<file path="src/rtl/mem_to_axi_unpacker.sv">
// mem_to_axi_unpacker
//
// Streams memory words out as AXI read-data beats. Each MEM_DATA_WIDTH word
// read from on-chip memory becomes four AXI_DATA_WIDTH beats, least-significant
// beat first. A two-slot word buffer lets the next word be fetched while the
// current one is streaming, so a continuously ready sink sees one beat per
// cycle with no gaps between words.
//
// Ports:
//   clk, rst        clock and synchronous active-high reset
//   start_i         one-cycle transfer request, accepted only when idle
//   base_addr_i     first word address, latched on an accepted start
//   word_cnt_i      number of words to stream, latched on an accepted start
//   busy_o          high while a transfer is running
//   done_o          one-cycle pulse when a transfer ends
//   mem_ce_o        memory read enable
//   mem_addr_o      memory read address (0 when no read is issued)
//   mem_rdata_i     memory read data, valid the cycle after mem_ce_o
//   axi_rdata_o     beat data (0 when axi_rvalid_o is low)
//   axi_rvalid_o    beat valid
//   axi_rlast_o     last beat of the transfer
//   axi_rready_i    downstream ready

module mem_to_axi_unpacker #(
  parameter int AXI_DATA_WIDTH = 32,
  parameter int MEM_DATA_WIDTH = 128,
  parameter int MEM_ADDR_WIDTH = 10,
  parameter int LEN_WIDTH      = 8
) (
  input  logic                      clk,
  input  logic                      rst,
  input  logic                      start_i,
  input  logic [MEM_ADDR_WIDTH-1:0] base_addr_i,
  input  logic [LEN_WIDTH-1:0]      word_cnt_i,
  output logic                      busy_o,
  output logic                      done_o,
  output logic                      mem_ce_o,
  output logic [MEM_ADDR_WIDTH-1:0] mem_addr_o,
  input  logic [MEM_DATA_WIDTH-1:0] mem_rdata_i,
  output logic [AXI_DATA_WIDTH-1:0] axi_rdata_o,
  output logic                      axi_rvalid_o,
  output logic                      axi_rlast_o,
  input  logic                      axi_rready_i
);

  typedef enum logic [1:0] {
    S_IDLE,
    S_RUN,
    S_DONE
  } state_t;

  state_t                    state;
  logic [MEM_ADDR_WIDTH-1:0] fetch_addr;   // next address to read, wraps naturally
  logic [LEN_WIDTH-1:0]      fetch_left;   // words not yet requested from memory
  logic [LEN_WIDTH-1:0]      stream_left;  // words not yet fully streamed
  logic [1:0]                occ;          // filled slots plus reads in flight
  logic                      rd_pending;   // a read was issued last cycle
  logic                      head;         // slot currently streaming
  logic                      tail;         // slot receiving the next read
  logic [1:0]                slot_vld;
  logic [1:0]                beat;         // beat index within the head word
  logic [MEM_DATA_WIDTH-1:0] slot_data [2];

  logic                      issue;
  logic                      hs;
  logic                      pop;
  logic [AXI_DATA_WIDTH-1:0] head_beats [4];

  // A read may only be issued into a guaranteed-free slot; the occupancy
  // value from the start of the cycle is used, so a same-cycle pop never
  // makes room early.
  assign issue = (state == S_RUN) && (occ != 2'd2) && (fetch_left != '0);
  assign hs    = axi_rvalid_o && axi_rready_i;
  assign pop   = hs && (beat == 2'd3);

  assign mem_ce_o   = issue;
  assign mem_addr_o = issue ? fetch_addr : '0;

  for (genvar b = 0; b < 4; b++) begin : g_beats
    assign head_beats[b] = slot_data[head][b*AXI_DATA_WIDTH +: AXI_DATA_WIDTH];
  end

  assign axi_rvalid_o = slot_vld[head];
  assign axi_rlast_o  = axi_rvalid_o && (beat == 2'd3) &&
                        (stream_left == LEN_WIDTH'(1));

  always_comb begin
    // NOTE: default first so every path assigns the output and no latch is inferred.
    axi_rdata_o = '0;
    if (axi_rvalid_o) axi_rdata_o = head_beats[beat];
  end

  // NOTE: sequential state uses non-blocking assignments so every register
  // samples pre-edge values regardless of statement order.
  always_ff @(posedge clk) begin
    if (rst) begin
      state       <= S_IDLE;
      busy_o      <= 1'b0;
      done_o      <= 1'b0;
      fetch_addr  <= '0;
      fetch_left  <= '0;
      stream_left <= '0;
      occ         <= 2'd0;
      rd_pending  <= 1'b0;
      head        <= 1'b0;
      tail        <= 1'b0;
      slot_vld    <= 2'b00;
      beat        <= 2'd0;
    end else begin
      case (state)
        S_IDLE: begin
          if (start_i) begin
            if (word_cnt_i != '0) begin
              fetch_addr  <= base_addr_i;
              fetch_left  <= word_cnt_i;
              stream_left <= word_cnt_i;
              busy_o      <= 1'b1;
              state       <= S_RUN;
            end else begin
              done_o <= 1'b1;
              state  <= S_DONE;
            end
          end
        end
        S_RUN: begin
          if (issue) begin
            fetch_addr <= fetch_addr + 1'b1;
            fetch_left <= fetch_left - 1'b1;
          end
          if (pop) begin
            stream_left <= stream_left - 1'b1;
            if (stream_left == LEN_WIDTH'(1)) begin
              busy_o <= 1'b0;
              done_o <= 1'b1;
              state  <= S_DONE;
            end
          end
        end
        S_DONE: begin
          done_o <= 1'b0;
          state  <= S_IDLE;
        end
        default: state <= S_IDLE;
      endcase

      case ({issue, pop})
        2'b10:   occ <= occ + 2'd1;
        2'b01:   occ <= occ - 2'd1;
        default: occ <= occ;
      endcase

      rd_pending <= issue;

      // Fill and drain always touch different slots: the tail slot is empty
      // whenever a read lands, the head slot is full whenever it pops.
      if (rd_pending) begin
        slot_vld[tail] <= 1'b1;
        tail           <= ~tail;
      end
      if (pop) begin
        slot_vld[head] <= 1'b0;
        head           <= ~head;
      end
      if (hs) beat <= beat + 2'd1;
    end
  end

  // NOTE: the slot payload has no reset; slot_vld gates every use of it, so
  // clearing the data would only add reset fan-out.
  always_ff @(posedge clk) begin
    if (rd_pending) slot_data[tail] <= mem_rdata_i;
  end

endmodule

</file>
<file path="config.mk">
export PLATFORM = sky130hd
export DESIGN_NAME = mem_to_axi_unpacker
export DESIGN_NICKNAME = d
export VERILOG_FILES = /design/src/rtl/mem_to_axi_unpacker.sv
export SDC_FILE = /design/constraint.sdc
export NUM_CORES = 1
export LEC_CHECK = 0
export BUFFER_PORTS_ARGS = -buffer_cell sky130_fd_sc_hd__buf_4
export CORE_MARGIN = 8
export CORE_UTILIZATION = 56
export DETAILED_ROUTE_END_ITERATION = 10
export HOLD_SLACK_MARGIN = 0.12
export PLACE_DENSITY_LB_ADDON = 0.25
export SKIP_LAST_GASP = 1
export SYNTH_ARGS = -nofsm -noshare
export SYNTH_HDL_FRONTEND = slang
export SYNTH_SLANG_ARGS = --single-unit
</file>
<file path="constraint.sdc">
create_clock -name clk -period 9.1 [get_ports clk]
set_input_delay 0.455 -clock clk [delete_from_list [all_inputs] [get_ports clk]]
set_output_delay 0.455 -clock clk [all_outputs]
set_load 0.02 [all_outputs]
</file>
==> metrics.md, run 1 <==
| Metric | Value |
|---|---|
| Fin cells | `1,341` |
| Minimum clock period | `3.53 ns` |
| Multiplexer area fraction after synthesis | `0.149` |
| Setup TNS | `0 ns` |
| Critical Path Fanout Max | `43` |
| Post-synth top flop | `edfxtp_1` |
| Worst reg2reg endpoint | `stream_left[0]$_SDFFE_PP0P_` |
| Yosys warns | `0` |
| Post-synth EDFFs | `256` |
| Most common cell in the netlist | `edfxtp_1` |
| P_sw | `821 uW` |
| Slew headroom | `0.317` |
| Fin crit share | `0.388` |
| P&R area growth vs syn | `33.7%` |
| Fraction of the mapped netlist area in adder cells | `0.0104` |
| # IOs | `197` |
| CP peak stage delay | `0.76 ns` |
| CP arrival | `3.08 ns` |
| Critical Path Most Common Cell | `buf_4` |
| Synth area leaders | `edfxtp_1 64%, mux4_2 12%, dfxtp_1 6.7%` |
| Slew @ Worst Pin | `1.02 ns` |
| Initial antenna violation count | `3` |
| Mean routed wirelength per cell | `22.5 um` |
| Flop2flop setup slack | `6.12 ns` |
| Routed Antenna Nets | `0` |
| Vias in the first global route | `8,462` |
| Overall Global Routing Usage | `0.227` |
| Worst hold endpoint | `fetch_left[5]$_SDFFE_PP0P_` |
| First-pass GRT wire length | `46,900 um` |
| Largest family of logic cells by synthesized area | `multiplexers` |
| Internal power | `2520 uW` |
| Clock transition at path regs | `0.06 ns` |
| Mean Syn Cell Area | `16.8 um^2` |
| CTS Hold Bufs | `128` |
| Xor-xnor portion of the synthesized cell area | `0.00874` |
| Synth cell types | `45` |
| Layout Nets | `1,199` |
| Fin. Hold Viols | `0` |
| Clock Tree Root | `clkbuf_16` |
| Wirelength, routed | `30,200 um` |
| Synth top cells by count | `256 x edfxtp_1, 70 x nor2_1, 64 x mux4_2` |
| Max_cap viols | `0` |
| Die Ht | `163 um` |
| # resized after CTS | `0` |
| Drt pass-1 iters | `5` |
| Dpl hpwl | `17,000 um` |
| Hold crit path type | `input port to flop` |
| Peak VDD IR | `0.210 mV` |
| Synth Area in Simple Gates | `0.0551` |
| Worst-Skew Late Latency | `0.55 ns` |
| Slowest cell on the critical path | `buf_4` |
| Largest area contributor in the netlist | `edfxtp_1` |
| Leak Pwr | `0.00562 uW` |
| Top cell type's share of synthesized area | `0.639` |
| RSZ-0062 raised after global routing | `no` |
| Die area | `26,400 um^2` |
| Max Slew Vio Count | `0` |
| Hold Startpoint | `word_cnt_i[5]` |
| Hold Path Stages | `3` |
| PortBufs | `196` |
| Synthesized flop and latch total | `296` |
| Clock Power Share | `0.370` |
| Synth Cell Area | `12,000 um^2` |
| Share of layout cells above drive strength 1 | `0.309` |
| Core area | `21,100 um^2` |
| Clk_skew | `0.0227 ns` |
| Fmax | `0.283 GHz` |
| CTS max path bufs | `3` |
| Combinational power share | `0.146` |
| Crit path kind | `flop to output port` |
| CTS Sinks | `296` |
| Setup crit end kind | `output port` |
| Die Wd | `163 um` |
| Post-CTS Setup Inserts | `0` |
| CTS tree | `yes` |
| CP cell instances | `buf_4, mux4_2, mux2i_1, nor2_1, buf_4` |
| Final number of setup-violating endpoints | `0` |
| Largest net degree at the start of global routing | `77` |
| Inst Count DP | `1,154` |
| Cells after synthesis | `714` |
| Status | `finished clean` |
| H-tree depth | `1` |
| GR Overflow Total | `0` |
| Worst Path Required | `8.65 ns` |
| Synth Area in Compound Gates | `0.0531` |
| Vias | `7,720` |
| Reg2Reg Launch Point | `state[1]$_SDFFE_PP0P_` |
| Total CTS buffers | `30` |
| PD cells | `208 nW/um^2` |
| Sw frac | `0.245` |
| Placer congestion estimate | `0.806` |
| Seq/Total Area, Yosys | `0.706` |
| Sequential power share | `0.485` |
| Drt initial violations | `556` |
| Drc violations | `0` |
| Synth Net Count | `874` |
| Worst Reg-to-Reg Cells | `8` |
| Vias per cell | `5.76` |
| CP Launch Type | `flop` |
| FP Rows | `53` |
| Ys async rst share | `0` |
| Initial Util | `0.570` |
[registers in the layout, summed over array words and instances (netlist names), named ones only]
name	cells
fetch_left	8
state	2
head	1
beat	2
done_o	1
stream_left	8
occ	2
slot_vld	2
tail	1
fetch_addr	10
busy_o	1
rd_pending	1
slot_data	256
[routing by layer]
layer,share of wire,global-route usage,vias up,wire (um)
met5,0,0,-,0
met4,0.023,0.0671,0,699
li1,-,-,3475,-
met1,0.38,0.271,3855,11300
met2,0.53,0.406,337,16100
met3,0.069,0.0485,53,2100
[cells by family (layout without fill, tap and decap cells)]
kind of cell	count (synthesis)	count (layout)
muxes	99	99
xor gates and xnor gates	12	12
DFF	296	296
other	0	3
buffers and inverters	57	406
adders and majority gates	10	10
AOI/OAI and AO/OA	96	96
and+or+nand+nor	144	144
[power by group through the flow]
stage          combinational (uW)  clock, uW  sequential, uW
2_1_floorplan                 286          0            1640
3_3_place_gp                  419          0            1640
3_5_place_dp                  433          0            1650
4_1_cts                       482       1240            1620
5_1_grt                       528       1300            1630
6_report                      487       1240            1620
[per-stage QoR]
stage / hold WS [ns] / setup WS, ns / instance area, um^2 / power (uW) / utilization
final: 0.260 / 5.57 / 16100 / 3350 / 0.763
after global routing: 0.252 / 5.27 / 16100 / 3460 / 0.763
after detailed placement: 0.468 / 5.97 / 13800 / 2080 / 0.654
after CTS: 0.245 / 5.47 / 16100 / 3340 / 0.762
after global placement: 0.456 / 5.91 / 13800 / 2060 / 0.654
after floorplan: 0.439 / 2.41 / 12000 / 1920 / -
[worst max-delay path, delay by kind of cell (launching register included)]
family,cells,cell delay [ns]
flip-flops,1,0.63
buffers and inverters,2,0.95
AND/OR/NAND/NOR,1,0.08
multiplexers,2,0.81
[placed cells by master, fill, tap and decap left out, types with 7 or more instances in the layout]
cell / count
edfxtp_1: 256
buf_4: 204
dlygate4sd3_1: 128
nor2_1: 70
mux4_2: 64
dfxtp_1: 37
mux2i_1: 34
clkbuf_16: 31
a21oi_1: 30
nand2_1: 24
o21ai_0: 19
inv_1: 18
xnor2_1: 10
ha_1: 10
and2_1: 9
nand3_1: 9
o32ai_1: 9
nor3_1: 8
clkbuf_1: 8
clkinv_2: 7
[area by class of cell]
type / count / area, um^2
multi-input combinational: 361 / 3350
tap: 275 / 344
inverter: 18 / 67.6
clock inverter: 11 / 119
antenna: 3 / 7.51
fill: 1203 / 5000
sequential: 296 / 8500
clock buffer: 45 / 888
timing repair buffer: 332 / 2810
[worst max path at each step]
stage / endpoint / cells after the start / start
finish: axi_rdata_o[10] / 5 / flop
global placement: stream_left[0]$_SDFFE_PP0P_ / 8 / state[1]$_SDFFE_PP0P_
detailed placement: stream_left[0]$_SDFFE_PP0P_ / 8 / state[1]$_SDFFE_PP0P_
floorplan: slot_vld[0]$_SDFF_PP0_ / 3 / rd_pending$_SDFF_PP0_
CTS: axi_rdata_o[10] / 5 / flop
global route: axi_rdata_o[10] / 5 / flop
(Power assumes the default switching activity.)
==> run 2, diff against run 1 <==
ABC_AREA = 1   (was default)
CORE_UTILIZATION = 51   (was 56)
clock period = 2.86 ns   (was 9.1 ns; I/O delays follow)
==> metrics.md, run 2 <==
| Metric | Value |
|---|---|
| Synth cell types | `32 (-29%)` |
| Clock transition at path regs | `0.06 ns (about the same)` |
| Clk_skew | `0.0153 ns (-0.00741 ns)` |
| WP buf/inv | `3 (+1)` |
| Leak Pwr | `0.00650 uW (+16%)` |
| Status | `finished clean` |
| CTS tree | `yes` |
| Largest register FFs | `256 (unchanged)` |
| Hold Startpoint | `mem_rdata_i[17]` |
| Placer congestion estimate | `0.789 (-2.2%)` |
| Flop2flop setup slack | `0.44 ns (-5.68 ns)` |
| Fin cells | `1,863 (+39%)` |
| Worst-Skew Late Latency | `0.56 ns (about the same)` |
| Die area | `29,700 um^2 (+12%)` |
| Most common cell in the netlist | `nor2_1` |
| CP delay by family, top | `compound AO/OA/AOI/OAI gates` |
| Worst Path Required | `2.72 ns (-5.93 ns)` |
| Largest area contributor in the netlist | `edfxtp_1` |
| Vias | `9,730 (+26%)` |
| Yosys warns | `0 (unchanged)` |
| Worst reg2reg endpoint | `fetch_left[2]$_SDFFE_PP0P_` |
| Overall Global Routing Usage | `0.207 (-0.0195)` |
| Pre-CTS WS | `0.532 ns (-5.43 ns)` |
| Final Power | `12,700 uW (+280%)` |
| RSZ-0062 raised after global routing | `no` |
| Synth Cell Area | `12,500 um^2 (+3.5%)` |
| Worst hold endpoint | `slot_data[0][17]$_DFFE_PP_` |
| Core area | `24,200 um^2 (+15%)` |
| Layout Nets | `1,670 (+39%)` |
| CTS max path bufs | `3 (unchanged)` |
| Total CTS buffers | `31 (+3.3%)` |
| Reg with most FFs | `slot_data` |
| Setup crit end kind | `output port` |
| Post-synth EDFFs | `256 (unchanged)` |
| Max Slew Vio Count | `0 (unchanged)` |
| Hold Path Stages | `2 (-1)` |
| Synthesized flop and latch total | `296 (unchanged)` |
| Die Ht | `172 um (+6.0%)` |
| FP Rows | `57 (+7.5%)` |
| Commonest non-fill, non-tap cell in the layout | `nor2_1` |
| Dpl hpwl | `18,400 um (+8.1%)` |
| PD cells | `757 nW/um^2 (+260%)` |
| CP cell instances | `clkinv_2, buf_12, o21ai_0, o21ai_0, o21ai_0, a31oi_1, buf_4` |
| H-tree depth | `1 (unchanged)` |
| Largest net degree at the start of global routing | `79 (+2.6%)` |
| Drc violations | `0 (unchanged)` |
| Critical Path Most Common Cell | `o21ai_0` |
| Max_cap viols | `0 (unchanged)` |
| Top cell type's share of synthesized area | `0.617 (-0.0218)` |
| Fin. Hold Viols | `0 (unchanged)` |
| Mean routed wirelength per cell | `16.9 um (-25%)` |
| Cells after synthesis | `1,172 (+64%)` |
| Share of layout cells above drive strength 1 | `0.184 (-0.125)` |
| Vias per cell | `5.22 (-9.3%)` |
| Synth Net Count | `1,332 (+52%)` |
| Top Registers | `slot_data x256, fetch_addr x10` |
| CTS Sinks | `296 (unchanged)` |
| Slew @ Worst Pin | `1.03 ns (+0.00715 ns)` |
| Fin crit share | `0.937` |
| Synth top cells by count | `309 x nor2_1, 256 x edfxtp_1, 214 x o21ai_0` |
| Slew headroom | `0.312 (-0.00477)` |
| Mean Syn Cell Area | `10.6 um^2 (-37%)` |
| Fmax | `0.373 GHz` |
| Synth area leaders | `edfxtp_1 62%, nor2_1 9.3%, o21ai_0 8.6%` |
| CP Launch Type | `flop` |
| First-pass GRT wire length | `48,900 um (+4.2%)` |
| Post-synth top flop | `edfxtp_1` |
| Vias in the first global route | `9,569 (+13%)` |
| CP arrival | `2.54 ns (-0.54 ns)` |
| Final worst slack | `0.179 ns (-5.39 ns)` |
| Critical Path Fanout Max | `78 (+81%)` |
| Peak VDD IR | `0.648 mV (+210%)` |
| Minimum clock period | `2.68 ns` |
| Reg2Reg Launch Point | `fetch_left[0]$_SDFFE_PP0P_` |
| Die Wd | `172 um (+6.0%)` |
| Setup TNS | `0 ns (unchanged)` |
| PortBufs | `196 (unchanged)` |
| P&R area growth vs syn | `35.0%` |
| Final number of setup-violating endpoints | `0 (unchanged)` |
| Inst Count DP | `1,651 (+43%)` |
| Clock Tree Root | `clkbuf_16` |
| Initial antenna violation count | `4 (+1)` |
| Initial Util | `0.515 (-0.0553)` |
| Commonest cells after routing, fill and taps aside | `308 x nor2_1, 256 x edfxtp_1, 214 x o21ai_0, 211 x buf_4, 150 x dlygate4sd3_1` |
| Ys async rst share | `0 (unchanged)` |
| Crit path kind | `flop to output port` |
| Slowest cell on the critical path | `dfxtp_4` |
| Seq/Total Area, Yosys | `0.681 (-0.0241)` |
| Worst hold slack | `0.305 ns (+0.0455 ns)` |
| Worst Reg-to-Reg Cells | `9 (+1)` |
| Drt initial violations | `790 (+42%)` |
| Hold crit path type | `input port to flop` |
| Drt pass-1 iters | `6 (+1)` |
| # IOs | `197 (unchanged)` |
| GR Overflow Total | `0 (unchanged)` |
| CP peak stage delay | `0.61 ns (-0.15 ns)` |
| Wirelength, routed | `31,400 um (+3.9%)` |
| Routed Antenna Nets | `0 (unchanged)` |
-- run 2: cell count changes in the layout (fill, tap and decap cells not counted), sizes merged, moves of 14 or more --
cell	delta
inv	+33
mux2i	-35
nand3	+14
dlygate4sd3	+22
nand2	+98
nor2	+239
o21ai	+200
buf	+16
mux4	-64
a31oi	+27
-- run 2: report_power, final --
group	switching [uW]	total, uW	internal (uW)	leakage (uW)
Sequential	274	5590	5320	0.00265
Clock	1620	3790	2170	0.000468
Combinational	2090	3330	1240	0.00339
-- run 2: worst max path at each step --
stage	from	to	slack [ns]	depth (start not counted)
CTS	flop	axi_rdata_o[21]	0.13	8
finish	flop	axi_rdata_o[21]	0.18	7
global placement	tail$_SDFFE_PP0P_	slot_data[1][99]$_DFFE_PP_	0.54	4
detailed placement	tail$_SDFFE_PP0P_	slot_data[1][99]$_DFFE_PP_	0.53	4
global route	flop	axi_rdata_o[21]	0.07	8
floorplan	tail$_SDFFE_PP0P_	slot_data[1][0]$_DFFE_PP_	0.13	2
-- run 2: layout make-up --
type / count / area [um^2]
Fill cell: 1672 / 7360
Multi-Input combinational cell: 758 / 3470
Inverter: 53 / 204
Sequential cell: 296 / 8500
Timing Repair Buffer: 370 / 3260
Tap cell: 324 / 405
Antenna cell: 4 / 10.0
Clock inverter: 22 / 173
Clock buffer: 36 / 795
-- run 2: cell families (layout without fill, tap and decap cells) --
family                     after synthesis  count (layout)  synth area share
and+or+nand+nor                        465             465             0.147
xor gates and xnor gates                 6               6           0.00422
adders and majority gates               10              10            0.0100
other                                    0               4                 0
buffers and inverters                  118             481            0.0402
DFF                                    296             296             0.681
AOI/OAI and AO/OA                      277             277             0.117
-- run 2: routing by layer --
| layer | global-route usage | share of wire | vias up |
|---|---|---|---|
| met5 | 0 | 0 | - |
| met4 | 0.0506 | 0.020 | 0 |
| met3 | 0.0390 | 0.068 | 50 |
| met2 | 0.358 | 0.49 | 338 |
| met1 | 0.266 | 0.42 | 4599 |
| li1 | - | - | 4743 |
-- run 2: through the flow --
step                      utilization  cell area, um^2
after floorplan                     -            12500
after global placement          0.593            14300
after detailed placement        0.593            14300
after CTS                       0.695            16800
after global routing            0.695            16800
final                           0.695            16800
-- run 2: timing repair --
item | CTS | global route
gates resized for setup | 0 | 1
setup buffers | 0 | 0
endpoints found under the hold margin | 292 | 0
hold buffers | 150 | 0
endpoints found under the setup margin | 0 | 1
==> run 3, diff against run 2 <==
CORE_ASPECT_RATIO = 1.2   (was default)
==> metrics.md, run 3 (same netlist as run 2, synthesis figures left out) <==
| Metric | Value |
|---|---|
| CP cell instances | `buf_12, o21ai_0, o21ai_1, o21ai_0, a31oi_1, buf_4` |
| P_sw | `3910 uW (-1.9%)` |
| Placer congestion estimate | `0.833 (+5.6%)` |
| CP arrival | `2.44 ns (-0.10 ns)` |
| Inst Count DP | `1,643 (-0.48%)` |
| CP Launch Type | `flop` |
| Drt pass-1 iters | `7 (+1)` |
| Hold crit path type | `input port to flop` |
| GR Overflow Total | `0 (unchanged)` |
| Crit path kind | `flop to output port` |
| Die Ht | `187 um (+8.7%)` |
| Worst Path Required | `2.72 ns (about the same)` |
| Fin. Hold Viols | `0 (unchanged)` |
| Commonest non-fill, non-tap cell in the layout | `nor2_1` |
| Clock Power Share | `0.294 (-0.004)` |
| Max Slew Vio Count | `0 (unchanged)` |
| Worst-Skew Late Latency | `0.55 ns (about the same)` |
| Vias per cell | `5.23 (+0.18%)` |
| Setup TNS | `0 ns (unchanged)` |
| Mean routed wirelength per cell | `17.3 um (+2.3%)` |
| Top Registers | `slot_data x256, fetch_addr x10` |
| Core area | `24,000 um^2 (-0.85%)` |
| Initial antenna violation count | `4 (unchanged)` |
| Final number of setup-violating endpoints | `0 (unchanged)` |
| Slew @ Worst Pin | `0.670 ns (-0.362 ns)` |
| First-pass GRT wire length | `49,300 um (+1.0%)` |
| Largest register FFs | `256 (unchanged)` |
| CTS Sinks | `296 (unchanged)` |
| WP buf/inv | `2 (-1)` |
| Max_cap viols | `0 (unchanged)` |
| Combinational power share | `0.261 (about the same)` |
| Status | `finished clean` |
| Dpl hpwl | `18,800 um (+2.3%)` |
| Initial Util | `0.520 (+0.00444)` |
| Vias | `9,674 (-0.58%)` |
| Peak VDD IR | `0.510 mV (-21%)` |
| Critical Path Fanout Max | `128 (+64%)` |
| Clk_skew | `0.00980 ns (-0.00552 ns)` |
| FP Rows | `62 (+8.8%)` |
| Sequential power share | `0.446 (+0.006)` |
| Overall Global Routing Usage | `0.209 (+0.00162)` |
| Setup crit end kind | `output port` |
| Routed Antenna Nets | `0 (unchanged)` |
| RSZ-0062 raised after global routing | `no` |
| Clock transition at path regs | `0.06 ns (about the same)` |
| Reg with most FFs | `slot_data` |
| Clock Tree Root | `clkbuf_16` |
| Commonest cells after routing, fill and taps aside | `308 x nor2_1, 256 x edfxtp_1, 214 x o21ai_0, 210 x buf_4, 149 x dlygate4sd3_1` |
| Wirelength, routed | `31,900 um (+1.6%)` |
| Final design utilization | `0.696 (+0.000978)` |
| Drc violations | `0 (unchanged)` |
| Fin crit share | `0.902 (-0.0353)` |
| Internal power | `8650 uW (-1.0%)` |
| Final worst slack | `0.280 ns (+0.101 ns)` |
| P&R area growth vs syn | `34.0%` |
| Slew headroom | `0.554 (+0.241)` |
| CP delay by family, top | `compound AO/OA/AOI/OAI gates` |
| Total CTS buffers | `29 (-6.5%)` |
| CTS tree | `yes` |
| Pre-CTS WS | `0.909 ns (+0.376 ns)` |
| Leak Pwr | `0.00644 uW (-0.86%)` |
| Critical Path Most Common Cell | `o21ai_0` |
| CTS max path bufs | `3 (unchanged)` |
| # IOs | `197 (unchanged)` |
| Placed inst area | `14,300 um^2 (-0.42%)` |
| Sw frac | `0.311 (-0.00199)` |
| Slowest cell on the critical path | `dfxtp_4` |
| PortBufs | `196 (unchanged)` |
| Drt initial violations | `662 (-16%)` |
| Share of layout cells above drive strength 1 | `0.182 (-0.00207)` |
| Die area | `29,700 um^2 (about the same)` |
| H-tree depth | `1 (unchanged)` |
| Fin cells | `1,849 (-0.75%)` |
| # resized after CTS | `0 (unchanged)` |
| Fmax | `0.388 GHz (+3.9%)` |
| Vias in the first global route | `9,577 (+0.084%)` |
| Fill cells | `1,652 (-1.2%)` |
| Layout Cell Area excl Fill | `16,700 um^2 (-0.71%)` |
| PD cells | `752 nW/um^2 (-0.58%)` |
| Layout Nets | `1,663 (-0.42%)` |
| Die Wd | `159 um (-7.9%)` |
| Minimum clock period | `2.58 ns (-0.101 ns)` |
| CP peak stage delay | `0.36 ns (-0.25 ns)` |
| Largest net degree at the start of global routing | `129 (+63%)` |
run 3: changes by cell type in the layout (fill, tap and decap cells not counted), sizes merged:
cell and delta:
dlygate4sd3 -1, inv +1, bufinv +1, buf -4
clkbuf -5, clkinv -2
run 3: power groups by stage:
stage / combinational [uW] / sequential (uW) / clock (uW)
finish: 3270 / 5600 / 3690
global placement: 3010 / 5660 / 0
floorplan: 2230 / 5630 / 0
global route: 3700 / 5650 / 3940
CTS: 3260 / 5590 / 3760
detailed placement: 3070 / 5680 / 0
run 3: final cells by class:
| type | count | area (um^2) | area share |
|---|---|---|---|
| multi-input cells | 758 | 3470 | 0.208 |
| flip-flops and latches | 296 | 8500 | 0.509 |
| clock buffers | 31 | 733 | 0.0439 |
| diodes | 4 | 10.0 | 0.000600 |
| clock inverters | 22 | 188 | 0.0112 |
| repair buffers | 365 | 3190 | 0.191 |
| well taps | 320 | 400 | 0.0240 |
| inverters | 53 | 204 | 0.0122 |
run 3: per-layer routing:
metal,track usage,vias up,share of wire
li1,-,4731,-
met1,0.257,4500,0.40
met2,0.358,377,0.50
met3,0.0374,66,0.073
met4,0.0741,0,0.027
met5,0,-,0
run 3: worst paths after layout:
kind / startpoint / end / slack (ns) / depth (start not counted)
hold / removal: start_i / busy_o$_SDFFE_PP0P_ / 0.16 / 6
setup / recovery: flop / axi_rdata_o[19] / 0.28 / 6
setup reg to reg: fetch_left[0]$_SDFFE_PP0P_ / fetch_left[2]$_SDFFE_PP0P_ / 0.51 / 9
hold reg to reg: busy_o$_SDFFE_PP0P_ / busy_o$_SDFFE_PP0P_ / 0.48 / 2
run 3: what timing repair did:
item,CTS,global route
buffers inserted,0,0
hold buffers,149,0
endpoints found under the hold margin,291,0
run 3: worst reg2reg max path, cell delays in order, from the launching register on:
cell,delay (ns)
dfxtp_1,0.32
inv_1,0.09
ha_1,0.16
nand2_1,0.08
o21ai_4,0.40
nand2_2,0.14
nand3_4,0.33
nand2_1,0.12
a21oi_2,0.12
dlygate4sd3_1,0.55
run 3: stage by stage:
step / hold slack, ns / total power [uW]
2_1_floorplan: 0.205 / 7860
4_1_cts: 0.121 / 12600
3_5_place_dp: 0.330 / 8740
3_3_place_gp: 0.328 / 8670
6_report: 0.156 / 12600
5_1_grt: 0.176 / 13300
